## config.mk

```make
export PLATFORM = sky130hd
export DESIGN_NAME = wb_classic_cmd_controller
export DESIGN_NICKNAME = d
export VERILOG_FILES = /design/src/rtl/wb_pkg.sv /design/src/rtl/wb_classic_cmd_controller.sv
export SDC_FILE = /design/constraint.sdc
export NUM_CORES = 1
export LEC_CHECK = 0
export CORE_ASPECT_RATIO = 1.2
export CORE_MARGIN = 3
export CORE_UTILIZATION = 35
export DETAILED_ROUTE_END_ITERATION = 12
export GPL_ROUTABILITY_DRIVEN = 0
export GPL_TIMING_DRIVEN = 0
export PLACE_DENSITY = 0.75
export RECOVER_POWER = 25
export SYNTH_ARGS = -nofsm -noshare
export SYNTH_HDL_FRONTEND = slang
export SYNTH_SLANG_ARGS = --single-unit
```

## constraint.sdc

```tcl
create_clock -name clk_i -period 1.53 [get_ports clk_i]
set_clock_uncertainty 0.05 [all_clocks]
set_input_delay 0.3825 -clock clk_i [delete_from_list [all_inputs] [get_ports clk_i]]
set_output_delay 0.3825 -clock clk_i [all_outputs]
set_load 0.01 [all_outputs]
```

## src/rtl/wb_pkg.sv

```systemverilog
// Shared Wishbone command-controller definitions.
//
// Contents:
//   wb_status_e     - 2-bit outcome code returned with every response
//   wb_cmd_state_e  - controller FSM state encoding
//   RetryCntWidth   - width of the retry counter (MAX_RETRIES range 0..15)
//   TimeoutCntWidth - width of the optional wait-state timeout counter

package wb_pkg;

    localparam int unsigned RetryCntWidth   = 4;
    localparam int unsigned TimeoutCntWidth = 16;

    typedef enum logic [1:0] {
        StatusOk      = 2'd0,
        StatusErr     = 2'd1,
        StatusRty     = 2'd2,
        StatusTimeout = 2'd3
    } wb_status_e;

    typedef enum logic [1:0] {
        StIdle,
        StBus,
        StBackoff,
        StResp
    } wb_cmd_state_e;

endpackage

```

## src/rtl/wb_classic_cmd_controller.sv

```systemverilog
// Wishbone B4 classic-cycle controller.
//
// Converts a valid/ready command stream into single read/write bus cycles and
// reports each cycle's outcome on a valid/ready response stream. Retries on
// rty_i (up to MAX_RETRIES reissues, each preceded by one idle bus cycle) and,
// when the WB_CMD_TIMEOUT_EN macro is defined, abandons a cycle after
// TIMEOUT_CYCLES wait states.
//
// Ports:
//   clk_i, rst_i            - clock, asynchronous active-high reset
//   cmd_valid_i/cmd_ready_o - command handshake; cmd_we_i, cmd_dat_i payload
//   rsp_valid_o/rsp_ready_i - response handshake; rsp_dat_o, rsp_status_o payload
//   cyc_o, stb_o, we_o      - Wishbone request, dat_o write data
//   ack_i, err_i, rty_i     - Wishbone terminations, dat_i read data
//
// Configuration macro: WB_CMD_TIMEOUT_EN (undefined: wait indefinitely).

module wb_classic_cmd_controller
    import wb_pkg::*;
#(
    parameter int unsigned DAT_WIDTH      = 8,
    parameter int unsigned MAX_RETRIES    = 3,
    parameter int unsigned TIMEOUT_CYCLES = 16
) (
    input  logic                 clk_i,
    input  logic                 rst_i,

    input  logic                 cmd_valid_i,
    output logic                 cmd_ready_o,
    input  logic                 cmd_we_i,
    input  logic [DAT_WIDTH-1:0] cmd_dat_i,

    output logic                 rsp_valid_o,
    input  logic                 rsp_ready_i,
    output logic [DAT_WIDTH-1:0] rsp_dat_o,
    output logic [1:0]           rsp_status_o,

    output logic                 cyc_o,
    output logic                 stb_o,
    output logic                 we_o,
    output logic [DAT_WIDTH-1:0] dat_o,
    input  logic                 ack_i,
    input  logic                 err_i,
    input  logic                 rty_i,
    input  logic [DAT_WIDTH-1:0] dat_i
);

    // Elaboration-time parameter range checks.
    if (MAX_RETRIES > 15) begin : gen_bad_max_retries
        $error("MAX_RETRIES must be in 0..15");
    end
    if (TIMEOUT_CYCLES < 1 || TIMEOUT_CYCLES > 65535) begin : gen_bad_timeout
        $error("TIMEOUT_CYCLES must be in 1..65535");
    end

    localparam logic [RetryCntWidth-1:0] MaxRetries = RetryCntWidth'(MAX_RETRIES);

    wb_cmd_state_e              state_q, state_d;
    logic                       cyc_q, cyc_d;
    logic                       we_q, we_d;
    logic [DAT_WIDTH-1:0]       dat_q, dat_d;
    logic                       rsp_valid_q, rsp_valid_d;
    logic [DAT_WIDTH-1:0]       rsp_dat_q, rsp_dat_d;
    wb_status_e                 rsp_status_q, rsp_status_d;
    logic [RetryCntWidth-1:0]   retry_cnt_q, retry_cnt_d;

`ifdef WB_CMD_TIMEOUT_EN
    // Terminal count is one less than the limit: the counter starts at 0 in the
    // first bus cycle, so the request is held for exactly TIMEOUT_CYCLES cycles.
    localparam logic [TimeoutCntWidth-1:0] TimeoutLast =
        TimeoutCntWidth'(TIMEOUT_CYCLES - 1);
    logic [TimeoutCntWidth-1:0] tmo_cnt_q, tmo_cnt_d;
`endif

    // Only output not registered; gated by reset so nothing is accepted while
    // the controller is held in reset.
    assign cmd_ready_o = (state_q == StIdle) && !rst_i;

    always_comb begin
        state_d      = state_q;
        cyc_d        = cyc_q;
        we_d         = we_q;
        dat_d        = dat_q;
        rsp_valid_d  = rsp_valid_q;
        rsp_dat_d    = rsp_dat_q;
        rsp_status_d = rsp_status_q;
        retry_cnt_d  = retry_cnt_q;
`ifdef WB_CMD_TIMEOUT_EN
        tmo_cnt_d    = tmo_cnt_q;
`endif

        unique case (state_q)
            StIdle: begin
                if (cmd_valid_i && cmd_ready_o) begin
                    we_d        = cmd_we_i;
                    dat_d       = cmd_dat_i;
                    retry_cnt_d = '0;
                    cyc_d       = 1'b1;
                    state_d     = StBus;
`ifdef WB_CMD_TIMEOUT_EN
                    tmo_cnt_d   = '0;
`endif
                end
            end

            StBus: begin
                // Priority: err > rty > ack > timeout.
                if (err_i) begin
                    cyc_d        = 1'b0;
                    rsp_valid_d  = 1'b1;
                    rsp_status_d = StatusErr;
                    rsp_dat_d    = '0;
                    state_d      = StResp;
                end else if (rty_i) begin
                    cyc_d = 1'b0;
                    if (retry_cnt_q < MaxRetries) begin
                        retry_cnt_d = retry_cnt_q + 1'b1;
                        state_d     = StBackoff;
                    end else begin
                        rsp_valid_d  = 1'b1;
                        rsp_status_d = StatusRty;
                        rsp_dat_d    = '0;
                        state_d      = StResp;
                    end
                end else if (ack_i) begin
                    cyc_d        = 1'b0;
                    rsp_valid_d  = 1'b1;
                    rsp_status_d = StatusOk;
                    rsp_dat_d    = we_q ? '0 : dat_i;
                    state_d      = StResp;
                end
`ifdef WB_CMD_TIMEOUT_EN
                else if (tmo_cnt_q == TimeoutLast) begin
                    cyc_d        = 1'b0;
                    rsp_valid_d  = 1'b1;
                    rsp_status_d = StatusTimeout;
                    rsp_dat_d    = '0;
                    state_d      = StResp;
                end else begin
                    tmo_cnt_d = tmo_cnt_q + 1'b1;
                end
`endif
            end

            StBackoff: begin
                // One idle bus cycle, then reissue the latched request.
                cyc_d   = 1'b1;
                state_d = StBus;
`ifdef WB_CMD_TIMEOUT_EN
                tmo_cnt_d = '0;
`endif
            end

            StResp: begin
                if (rsp_ready_i) begin
                    rsp_valid_d = 1'b0;
                    state_d     = StIdle;
                end
            end

            default: begin
                cyc_d       = 1'b0;
                rsp_valid_d = 1'b0;
                state_d     = StIdle;
            end
        endcase
    end

    always_ff @(posedge clk_i or posedge rst_i) begin
        if (rst_i) begin
            state_q      <= StIdle;
            cyc_q        <= 1'b0;
            we_q         <= 1'b0;
            dat_q        <= '0;
            rsp_valid_q  <= 1'b0;
            rsp_dat_q    <= '0;
            rsp_status_q <= StatusOk;
            retry_cnt_q  <= '0;
`ifdef WB_CMD_TIMEOUT_EN
            tmo_cnt_q    <= '0;
`endif
        end else begin
            state_q      <= state_d;
            cyc_q        <= cyc_d;
            we_q         <= we_d;
            dat_q        <= dat_d;
            rsp_valid_q  <= rsp_valid_d;
            rsp_dat_q    <= rsp_dat_d;
            rsp_status_q <= rsp_status_d;
            retry_cnt_q  <= retry_cnt_d;
`ifdef WB_CMD_TIMEOUT_EN
            tmo_cnt_q    <= tmo_cnt_d;
`endif
        end
    end

    // Single-beat classic cycles: stb always follows cyc.
    assign cyc_o        = cyc_q;
    assign stb_o        = cyc_q;
    assign we_o         = we_q;
    assign dat_o        = dat_q;
    assign rsp_valid_o  = rsp_valid_q;
    assign rsp_dat_o    = rsp_dat_q;
    assign rsp_status_o = rsp_status_q;

endmodule
```

### Yosys cells after proc, flatten, opt, wreduce, memory -nomap -nowiden

Index checks and enable logic that the tools add are counted.

| storage, ports and cells | value |
|---|---|
| input bits | 24 |
| bits in registers | 27 |

| cells by class | value |
|---|---|
| eq/ne operators | 11 |
| multiplexer cells | 32 |
| add/sub/neg operators | 1 |
| reduce and logical (&&, ||, !) cells | 14 |
| $lt $le $gt $ge | 1 |

Operators by type and width:

| kind | number |
|---|---|
| $mux 8 | 5 |
| $mux 2 | 9 |
| $mux 4 | 4 |
| $mux 1 | 10 |
| $reduce_and 3->1 | 3 |
| $ne 2x2->1 const B | 4 |
| $ne 4x4->1 const B | 2 |
| $pmux 2 s4 | 1 |
| $pmux 4 s2 | 1 |
| $reduce_bool 3->1 | 2 |
| $reduce_and 5->1 | 1 |
| $add 4x1->4 const B | 1 |
| $eq 2x2->1 const B | 2 |
| $lt 4x2->1 const B | 1 |
| $reduce_and 4->1 | 1 |
| $reduce_bool 2->1 | 2 |
| $ne 3x3->1 const B | 1 |
| $pmux 1 s3 | 1 |
| $eq 2x1->1 const B | 1 |
| $logic_and 1x1->1 | 2 |
| $logic_not 2->1 | 1 |
| $ne 2x1->1 const B | 1 |
| $pmux 1 s2 | 1 |
| $reduce_and 2->1 | 1 |
| $logic_not 1->1 | 1 |

### Depth between registers and ports, before layout

Gate-level depths: netlist of the first run.

| logic depth | value |
|---|---|
| depth after elaboration | 5 |
| depth in mapped cells | 5 |
| mapped depth without buffers | 4 |

### Worst setup path after synthesis of the first run

OpenSTA, ideal clock, no wires.

| timing path | value |
|---|---|
| kind | flip-flop to flip-flop |
| start | reg retry_cnt_q[0] |
| end | reg retry_cnt_q[0] |
| stages on the path, launching flop included | 4 |
| setup time | 0.101 ns |
| data required time | 1.379 ns |
| clock period less this slack | 1.529 ns |
| path slack | 0.001 ns |
| arrival | 1.379 ns |
| cell sequence | dfrtp_1 -> ha_1 -> or4_4 -> o311ai_2 |

| on the way | value |
|---|---|
| longest elaborated chain between the ends | 5 |
| elaborated cells between the ends (all ways) | 8 |

Ends and longest elaborated chain:

| what | RTL line | text |
|---|---|---|
| from (decl) | wb_classic_cmd_controller.sv:65 | `logic [RetryCntWidth-1:0] retry_cnt_q, retry_cnt_d;` |
| from (signal assigned) | wb_classic_cmd_controller.sv:190 | `retry_cnt_q <= retry_cnt_d;` |
| $add 4x1->4 | wb_classic_cmd_controller.sv:117 | `retry_cnt_d = retry_cnt_q + 1'b1;` |
| $mux 4 | wb_classic_cmd_controller.sv:116 | `if (retry_cnt_q < MaxRetries) begin` |
| $mux 4 | wb_classic_cmd_controller.sv:114 | `end else if (rty_i) begin` |
| $mux 4 | wb_classic_cmd_controller.sv:108 | `if (err_i) begin` |
| $pmux 4 s2 | wb_classic_cmd_controller.sv:92 | `unique case (state_q)` |

Several ways; a longest one is shown, not always the timed one. The select of a mux whose other input is x is not followed.
A chain may end at the register's enable or synchronous reset.

### Worst setup path after layout of the first run

| timing path | value |
|---|---|
| start | reg state_q[1] |
| end | out cmd_ready_o |

| on the way | value |
|---|---|
| longest elaborated chain between the ends | 2 |

Ends and longest elaborated chain:

| what | RTL line | text |
|---|---|---|
| from (decl) | wb_classic_cmd_controller.sv:58 | `wb_cmd_state_e state_q, state_d;` |
| from (signal assigned) | wb_classic_cmd_controller.sv:171 | `state_q <= StIdle;` |
| from (signal assigned) | wb_classic_cmd_controller.sv:183 | `state_q <= state_d;` |
| $logic_not 2->1 | wb_classic_cmd_controller.sv:77 | `assign cmd_ready_o = (state_q == StIdle) && !rst_i;` |
| $logic_and 1x1->1 | wb_classic_cmd_controller.sv:77 |  |
| to (decl) | wb_classic_cmd_controller.sv:29 | `output logic cmd_ready_o,` |

No other way between the ends.

==> results.ini, run 1 <==
[worst_setup_path]
critPathLaunchType = flop
path_cells = buf_6, nor3_2, buf_2
crit_family = flip-flops
crit-reg2reg-launch = state_q[1]
path_max_fanout = 5
worstPathRequired_ns = 1.10
critPathSlowestCell = dfrtp_1
path_class = reg -> out
startpoint = state_q[1]
slowest_delay_ns = 0.39
cp.arrival_ns = 1.09
path_buf_inv = 2
endpoint_kind = primary output

[synth]
synth_seq_cells = 27
ys_seq_area_share_pct = 53.8
synthesis.instances = 107
ys_types = 27
netlist_area_mm2 = 0.00125
yosysWarnings = 0
syn-mean-instance-area_um2 = 11.7
syn_nets = 132

[global_route]
grt_max_degree = 28
use_met2_pct = 27.3
antenna_found_initial = 0
grt_pass1_vias = 1058
met1_usage_pct = 18.7
top_usage_layer = met2
grt_usage_pct = 15.9
grt_pass1_wl_um = 5080
grt-ovfl-total = 0
use_met3_pct = 3.24

[job]
maxCapViolCount = 0

[die]
start_util_pct = 37.0
ioPinCount = 47
die_h_um = 71.6
die_w_um = 60.7
die_area_mm2 = 0.00434
rows = 23
core_mm2 = 0.00340

[sta]
finalMaxSlewViolations = 0
layout_min_cycle_time_ns = 1.52
maxSlewHeadroom_pct = 61.4
period_share_pct = 99.4
hold_viol = 0
tightest_slew_ns = 0.578
fin_ws_ns = 0.00854
setup_violations = 0
fmax_mhz = 657
rsz0062_at_grt = yes

[placed_design]
dp_slack_ns = -0.666
place_area_mm2 = 0.00176
io_buffers = 46
hpwl_um = 2200

[cts]
cts.htree.levels = 1
clkSinkCount = 27
cts_tree = done
path_clk_slew_ns = 0.09
cts_made_buffers = 3
cts_buffer_depth = 2
clk_latency_ns = 0.27
cts-root-buf = clkbuf_8
cts_hold_buffers = 0

[route]
drt_iter0_drc = 24
antenna_left = 0
totalWireLength_um = 3140
drcViolationCount = 0
vias_per_cell = 4.96
wl_per_cell_um = 15.2
vias = 1026
dr.pass1.iters = 4

[min_path]
hold_path_startpoint = err_i
hold_path.class = in -> reg

[pwr]
peakVddDrop_mv = 0.600
power_density_mw_per_mm2 = 1730
finalPower_mw = 3.35
p_leak_nw = 0.931

[run_status]
status = finished clean

[layout]
antenna_cells = 0
drive_above_1_share_pct = 27.6
area_delta_synth_final_pct = 54.6
finish.instance_area_mm2 = 0.00194
nets = 196

cell usage in the layout (no fill, tap or decap), types with 2 or more instances in the layout:
cell type and n:
nor2b_1 3, clkbuf_8 3, dfrtp_1 26, nand3_1 4, nand2_1 14, inv_1 11, buf_6 3, mux2i_1 8
nor2_1 2, mux2_4 9, o21ai_1 3, buf_4 15, clkdlybuf4s50_1 19, o21ai_0 3, dlygate4sd2_1 25, nor3_4 2
routing by layer:
| metal | wire (µm) | vias to the layer above |
|---|---|---|
| li1 | - | 484 |
| met1 | 1210 | 500 |
| met2 | 1690 | 35 |
| met3 | 163 | 7 |
| met4 | 71 | 0 |
| met5 | 0 | - |
registers in the layout, indices dropped and copies added (netlist names):
name / cells
state_q: 2
cyc_o: 1
dat_o: 8
rsp_dat_o: 8
rsp_status_o: 2
we_o: 1
retry_cnt_q: 4
rsp_valid_o: 1
synth_stat cells:
| library cell | n | area share [%] |
|---|---|---|
| nor4b_4 | 1 | 1.9 |
| inv_1 | 12 | 3.6 |
| buf_2 | 2 | 0.80 |
| dfrtp_1 | 27 | 54 |
| ha_1 | 1 | 1.0 |
| nor2b_1 | 4 | 2.0 |
| nor2_1 | 3 | 0.90 |
| or4_4 | 1 | 0.90 |
| nand2b_4 | 1 | 1.1 |
| nor3_1 | 2 | 0.80 |
| buf_6 | 2 | 1.8 |
| o31ai_1 | 1 | 0.60 |
| o22a_1 | 1 | 0.70 |
| nand3_1 | 4 | 1.6 |
| mux2_1 | 9 | 8.1 |
| nand2b_1 | 1 | 0.50 |
| o211a_1 | 1 | 0.80 |
| o311ai_2 | 1 | 1.3 |
| nor4_4 | 1 | 1.7 |
| nand2_4 | 1 | 0.90 |
| buf_4 | 1 | 0.60 |
| o21ai_0 | 3 | 1.2 |
| nand2_1 | 14 | 4.2 |
| nor3_2 | 1 | 0.80 |
| o21ai_1 | 3 | 1.2 |
| or3_4 | 1 | 0.90 |
| mux2i_1 | 8 | 6.4 |
logic make-up after synthesis:
group / after synthesis / synth area share [%]
buf+inv: 17 / 6.78
flops: 27 / 53.8
simple gates: 35 / 18.1
mux: 17 / 14.5
compound gates: 10 / 5.78
fa+ha+maj: 1 / 0.997
path summary, 6_finish.rpt:
| path | endpoint | slack, ns | depth (start not counted) |
|---|---|---|---|
| max | cmd_ready_o | 0.009 | 3 |
| min | rsp_status_o[0] | 0.35 | 3 |
| max reg2reg | dat_o[0] | 0.02 | 4 |
| min reg2reg | rsp_status_o[1] | 0.44 | 2 |
| max in group asynchronous | state_q[0] | 0.70 | 2 |
| min in group asynchronous | rsp_status_o[0] | 0.37 | 2 |
cell type report:
class / count / area [µm²]
timing repair buffer: 60 / 524
sequential: 27 / 677
multi-input combinational: 63 / 558
buffer: 4 / 41.3
clock buffer: 4 / 45.0
inverter: 12 / 48.8
fill: 301 / 1460
tap: 37 / 46.3
repair_timing:
action | in CTS | in global routing
gates resized for setup | 46 | 11
setup endpoints to repair | 71 | 20
setup buffers | 7 | 5
pin swaps | 4 | 3
gates cloned | 2 | 0
worst reg2reg max path: stages, from the launching register on:
cell and delay (ns):
dfrtp_1 0.39, buf_6 0.13, nor4b_4 0.31, buf_4 0.21
mux2_4 0.30
power breakdown:
group / switching, mW / internal, mW / leakage (nW)
Sequential: 0.177 / 1.02 / 0.340
Clock: 0.214 / 0.187 / 0.0228
Combinational: 0.783 / 0.969 / 0.568
Total: 1.17 / 2.18 / 0.931
through the flow:
step | hold WS [ns] | instances | TNS, ns | utilization, %
floorplan | 0.385 | 107 | 0 | -
global placement | 0.417 | 190 | -17.85 | 51.9
detailed placement | 0.425 | 190 | -20.32 | 51.9
CTS | 0.441 | 203 | -0.0338 | 55.6
global route | 0.369 | 207 | -0.222 | 57.1
finish | 0.346 | 207 | 0 | 57.1
Power figures use the tool's default switching activity.
==> run 2, diff against run 1 <==
--- a/config.mk
+++ b/config.mk
@@ -6,12 +6,11 @@
 export NUM_CORES = 1
 export LEC_CHECK = 0
 export CORE_ASPECT_RATIO = 1.2
-export CORE_MARGIN = 3
 export CORE_UTILIZATION = 35
 export DETAILED_ROUTE_END_ITERATION = 12
 export GPL_ROUTABILITY_DRIVEN = 0
 export GPL_TIMING_DRIVEN = 0
-export PLACE_DENSITY = 0.75
+export PLACE_DENSITY = 0.68
 export RECOVER_POWER = 25
 export SYNTH_ARGS = -nofsm -noshare
 export SYNTH_HDL_FRONTEND = slang
==> run 2 against run 1 <==
  * Via count decreased by 3.5%
  * The flow now finishes with violations (design-rule violations, negative setup slack)
  * Maximum frequency decreased by 2.3%
  * First-iteration DRC count increased by 100%
  * Largest cell class unchanged
  * Sequential cell count unchanged
  * Cell area decreased by 0.39%
  * Wire length decreased by 7.0%
  * Cell count decreased by 1.4%
  * Count of clock-buffer cells in the layout decreased by 1
  * Utilization decreased by 0.22 points
  * Sequential share of layout area increased by 0.071 points
  * Global-route usage increased by 1.1 points
==> results.ini, run 2 (same netlist as run 1, synthesis figures left out) <==
[run_status]
status = complete, but fails checks
violations = design-rule violations, negative setup slack

[worst_setup_path]
worstReg2RegEnd = dat_o[1]
slowest_delay_ns = 0.38
reg2regPathDepth = 5
path_class = reg -> reg
ff2ff_setup_slack_ns = -0.03
critPathSlowestCell = dfrtp_1
endpoint_kind = flop
critPathLaunchType = flop
path_max_fanout = 5
path_buf_inv = 3
crit-reg2reg-launch = state_q[1]
crit_top_cell = buf_6
cp.arrival_ns = 1.67
worstPathRequired_ns = 1.65
path_cells = buf_6, nor4b_4, buf_6, buf_8, mux2_4
crit_family = buffers and inverters

[route]
drt_iter0_drc = 48
vias_per_cell = 4.85
wl_per_cell_um = 14.3
antenna_left = 0
vias = 990
dr.pass1.iters = 8
totalWireLength_um = 2920
drcViolationCount = 6

[global_route]
grt_pass1_wl_um = 4770
grt-ovfl-total = 0
grt_max_degree = 28
grt_usage_pct = 17.0
use_met3_pct = 2.49
antenna_found_initial = 0
use_met2_pct = 28.3
top_usage_layer = met2
met1_usage_pct = 21.1
grt_pass1_vias = 994

[die]
start_util_pct = 37.0
die_h_um = 67.6
rows = 23
die_w_um = 56.7
ioPinCount = 47
core_mm2 = 0.00340
die_area_mm2 = 0.00383

[sta]
finalMaxSlewViolations = 0
tightest_slew_ns = 1.02
hold_viol = 0
fin_hold_ws_ns = 0.437
period_share_pct = 102
maxSlewHeadroom_pct = 32.2
setup_violations = 9
fin_ws_ns = -0.0273
fmax_mhz = 642
fin_tns_setup_ns = -0.158
layout_min_cycle_time_ns = 1.56
rsz0062_at_grt = yes

[cts]
cts_buffer_depth = 2
cts_tree = done
clk_latency_ns = 0.27
path_clk_slew_ns = 0.09
cts_made_buffers = 3
cts_hold_buffers = 0
clkSinkCount = 27
cts-root-buf = clkbuf_8
cts.htree.levels = 1

[layout]
area_delta_synth_final_pct = 54.0
antenna_cells = 0
fin_util_pct = 56.9
nets = 193
most-common-layout-cells = dfrtp_1 (27), dlygate4sd2_1 (25), clkdlybuf4s50_1 (19), nand2_1 (14), inv_1 (12)
finish.instance_area_mm2 = 0.00193
drive_above_1_share_pct = 24.6
final_common_cell = dfrtp_1
n_fill_cell = 295

[placed_design]
io_buffers = 46
place_area_mm2 = 0.00176
hpwl_um = 1920

[pwr]
peakVddDrop_mv = 0.653
p_leak_nw = 0.926
power_density_mw_per_mm2 = 1710
finalPower_mw = 3.31

[job]
maxCapViolCount = 0

[min_path]
hold_path_startpoint = dat_o[6]
whs_path_depth = 1
hold_end = dat_o[6]
hold_path.class = reg -> reg

==> run 2: where the power goes <==
| part | switching, mW | total, mW | internal [mW] | leakage [nW] |
|---|---|---|---|---|
| logic | 0.784 | 1.73 | 0.945 | 0.559 |
| clock network | 0.217 | 0.400 | 0.182 | 0.0255 |
| registers | 0.163 | 1.18 | 1.02 | 0.341 |
==> run 2: per-stage QoR <==
| step | cells | setup WS [ns] |
|---|---|---|
| after CTS | 205 | -0.0177 |
| after global routing | 204 | -0.0737 |
| after global placement | 190 | -0.540 |
| after detailed placement | 190 | -0.721 |
| final | 204 | -0.0273 |
| after floorplan | 107 | 0.000702 |
==> run 2: how the worst max path moves through the flow <==
| stage | slack, ns | startpoint | cells after the start | endpoint |
|---|---|---|---|---|
| 6_report | -0.03 | state_q[1] | 5 | dat_o[1] |
| 5_1_grt | -0.07 | state_q[1] | 5 | dat_o[5] |
| 4_1_cts | -0.02 | state_q[0] | 5 | dat_o[5] |
| 3_5_place_dp | -0.72 | rty_i | 4 | rsp_dat_o[7] |
| 3_3_place_gp | -0.54 | rty_i | 4 | rsp_dat_o[3] |
| 2_1_floorplan | 0.0007 | retry_cnt_q[0] | 3 | retry_cnt_q[0] |
==> run 2: repair_timing <==
item / 4_1_cts / 5_1_grt
setup buffers: 11 / 0
gates resized for setup: 47 / 10
setup endpoints to repair: 71 / 13
pin swaps: 3 / 4
==> run 2: routing by layer <==
metal,vias to the layer above,share of wire (%)
li1,478,-
met1,481,41
met2,26,53
met3,5,4.1
met4,0,2.1
met5,-,0
==> run 2: area by class of cell <==
type	count	area, µm²	share of cell area [%]
buffer	5	52.6	2.72
clock buffer	3	41.3	2.14
clock inverter	1	5.00	0.259
inverter	12	45.0	2.33
multi-input combinational	63	553	28.6
sequential	27	676	35.0
tap	37	46.3	2.39
timing repair buffer	56	514	26.6
==> RTL change (settings of run 1) <==
`DAT_WIDTH`: 8 -> 9.
--- a/src/rtl/wb_classic_cmd_controller.sv
+++ b/src/rtl/wb_classic_cmd_controller.sv
@@ -18,7 +18,7 @@
 module wb_classic_cmd_controller
     import wb_pkg::*;
 #(
-    parameter int unsigned DAT_WIDTH      = 8,
+    parameter int unsigned DAT_WIDTH      = 9,
     parameter int unsigned MAX_RETRIES    = 3,
     parameter int unsigned TIMEOUT_CYCLES = 16
 ) (
Ports: changed (resized cmd_dat_i, dat_i, dat_o and rsp_dat_o); port bits go from 47 to 51. The function was not compared with the original's and may differ.
==> RTL change against run 1 <==
Register-to-register slack got worse by 0.11 ns. Final area increased by 6.2%. Count of clock-buffer cells in the layout increased by 3. Sequential cell count increased by 2. Fmax decreased by 6.1%. Area after synthesis increased by 2.3%. Critical path type is now reg2reg. First-iteration DRC count decreased by 8.3%. Setup slack got worse by 0.099 ns. Power increased by 7.1%. Routed wire length decreased by 6.4%. Via count increased by 0.68%. The run now ends with negative setup slack left.
==> RTL change: results (changes against run 1) <==
grt_max_degree: 30  # +7.1%
muxShareOfSynthArea: 0.175  # +0.0309
numCtsBuffers: 5  # +2
place_hpwl_mm: 2.07  # -6.1%
grt_pass1_wl_mm: 5.02  # -1.1%
yosys-top-cells-count: "29 x dfrtp_1, 13 x nand2_1, 12 x inv_1"
swShare: 0.324  # -0.0266
synth_compound_area_frac: 0.0497  # -0.00812
drtIter0Drc: 22  # -8.3%
timing.critical_path.from: "retry_cnt_q[1]"
yosys.area_share.xor_xnor: 0  # unchanged
seq-power_uw: 1290  # +8%
clk_pin_slew_ns: 0.06  # -0.03 ns
slew_headroom: 0.599  # -0.0148
synth_nets: 136  # +3.0%
setup_slack_ns: -0.0905  # -0.0991 ns
placement.io_buffers: 50  # +8.7%
worstSkewPairLatency_ns: 0.28
cts_setup_buffers: 5  # -2
syn_inst: 109  # +1.9%
num_vias: 1033  # +0.68%
comb_power_share: 0.449  # -0.074
fin_setup_tns_ns: -0.774  # -0.774 ns
htreeDepth: 2  # +1
async_flop_share: 1.00  # unchanged
rr_worst_depth: 5  # +1
critPathMaxStageDelay_ns: 0.42  # +0.03 ns
status: "finished, violations left"
routedWlPerCell_um: 13.9  # -8.6%
nets: 201  # +2.6%
p_leak_uw: 0.000981  # +5.4%
finalSetupViolations: 10  # +10
wirelength_mm: 2.94  # -6.4%
synth_cell_types: 30  # +11%
grtUsageTotal: 0.156  # -0.00308
crit_family: "simple AND/OR/NAND/NOR gates"
yosysSeqAreaShare: 0.565  # +0.0269
fillers: 285  # -5.3%
grt_pass1_vias: 1085  # +2.6%
min_path_type: "in2async"
post_cts_resized: 47  # +2.2%
met3_length_um: 118  # -28%
slowest_stage: "or4_4"
synthAdderAreaFrac: 0.00975  # -0.000224
peakVddDrop_mv: 0.665  # +11%
r2r_end: "rsp_dat_o[4]"
wl_met2_mm: 1.68  # -0.95%
drt-met1-wl_mm: 1.07  # -11%
violations: "negative setup slack"
drive_gt1_frac: 0.229  # -0.0479
endpoint: "rsp_dat_o[4]"
power.switching_uw: 1160  # -1.1%
-- RTL change: metrics by stage --
step	area [µm²]	setup WS [ns]	hold slack, ns
5_1_grt	2060	-0.154	0.294
3_3_place_gp	1850	-0.605	0.419
2_1_floorplan	1310	-0.0345	0.411
3_5_place_dp	1850	-0.634	0.424
6_report	2060	-0.0905	0.233
4_1_cts	2030	-0.0873	0.434
-- RTL change: final cells by class --
class / count / area (µm²) / area share
Multi-Input combinational cell: 63 / 537 / 0.260
Clock buffer: 7 / 96.3 / 0.0468
Inverter: 12 / 48.8 / 0.0237
Sequential cell: 29 / 727 / 0.353
Tap cell: 37 / 46.3 / 0.0225
Timing Repair Buffer: 59 / 551 / 0.267
Clock inverter: 1 / 5.00 / 0.00243
Buffer: 4 / 50.0 / 0.0243
-- RTL change: routing by layer --
metal / vias up / track usage
li1: 491 / -
met1: 512 / 0.166
met2: 22 / 0.273
met3: 8 / 0.0427
met4: 0 / 0.0795
met5: - / 0
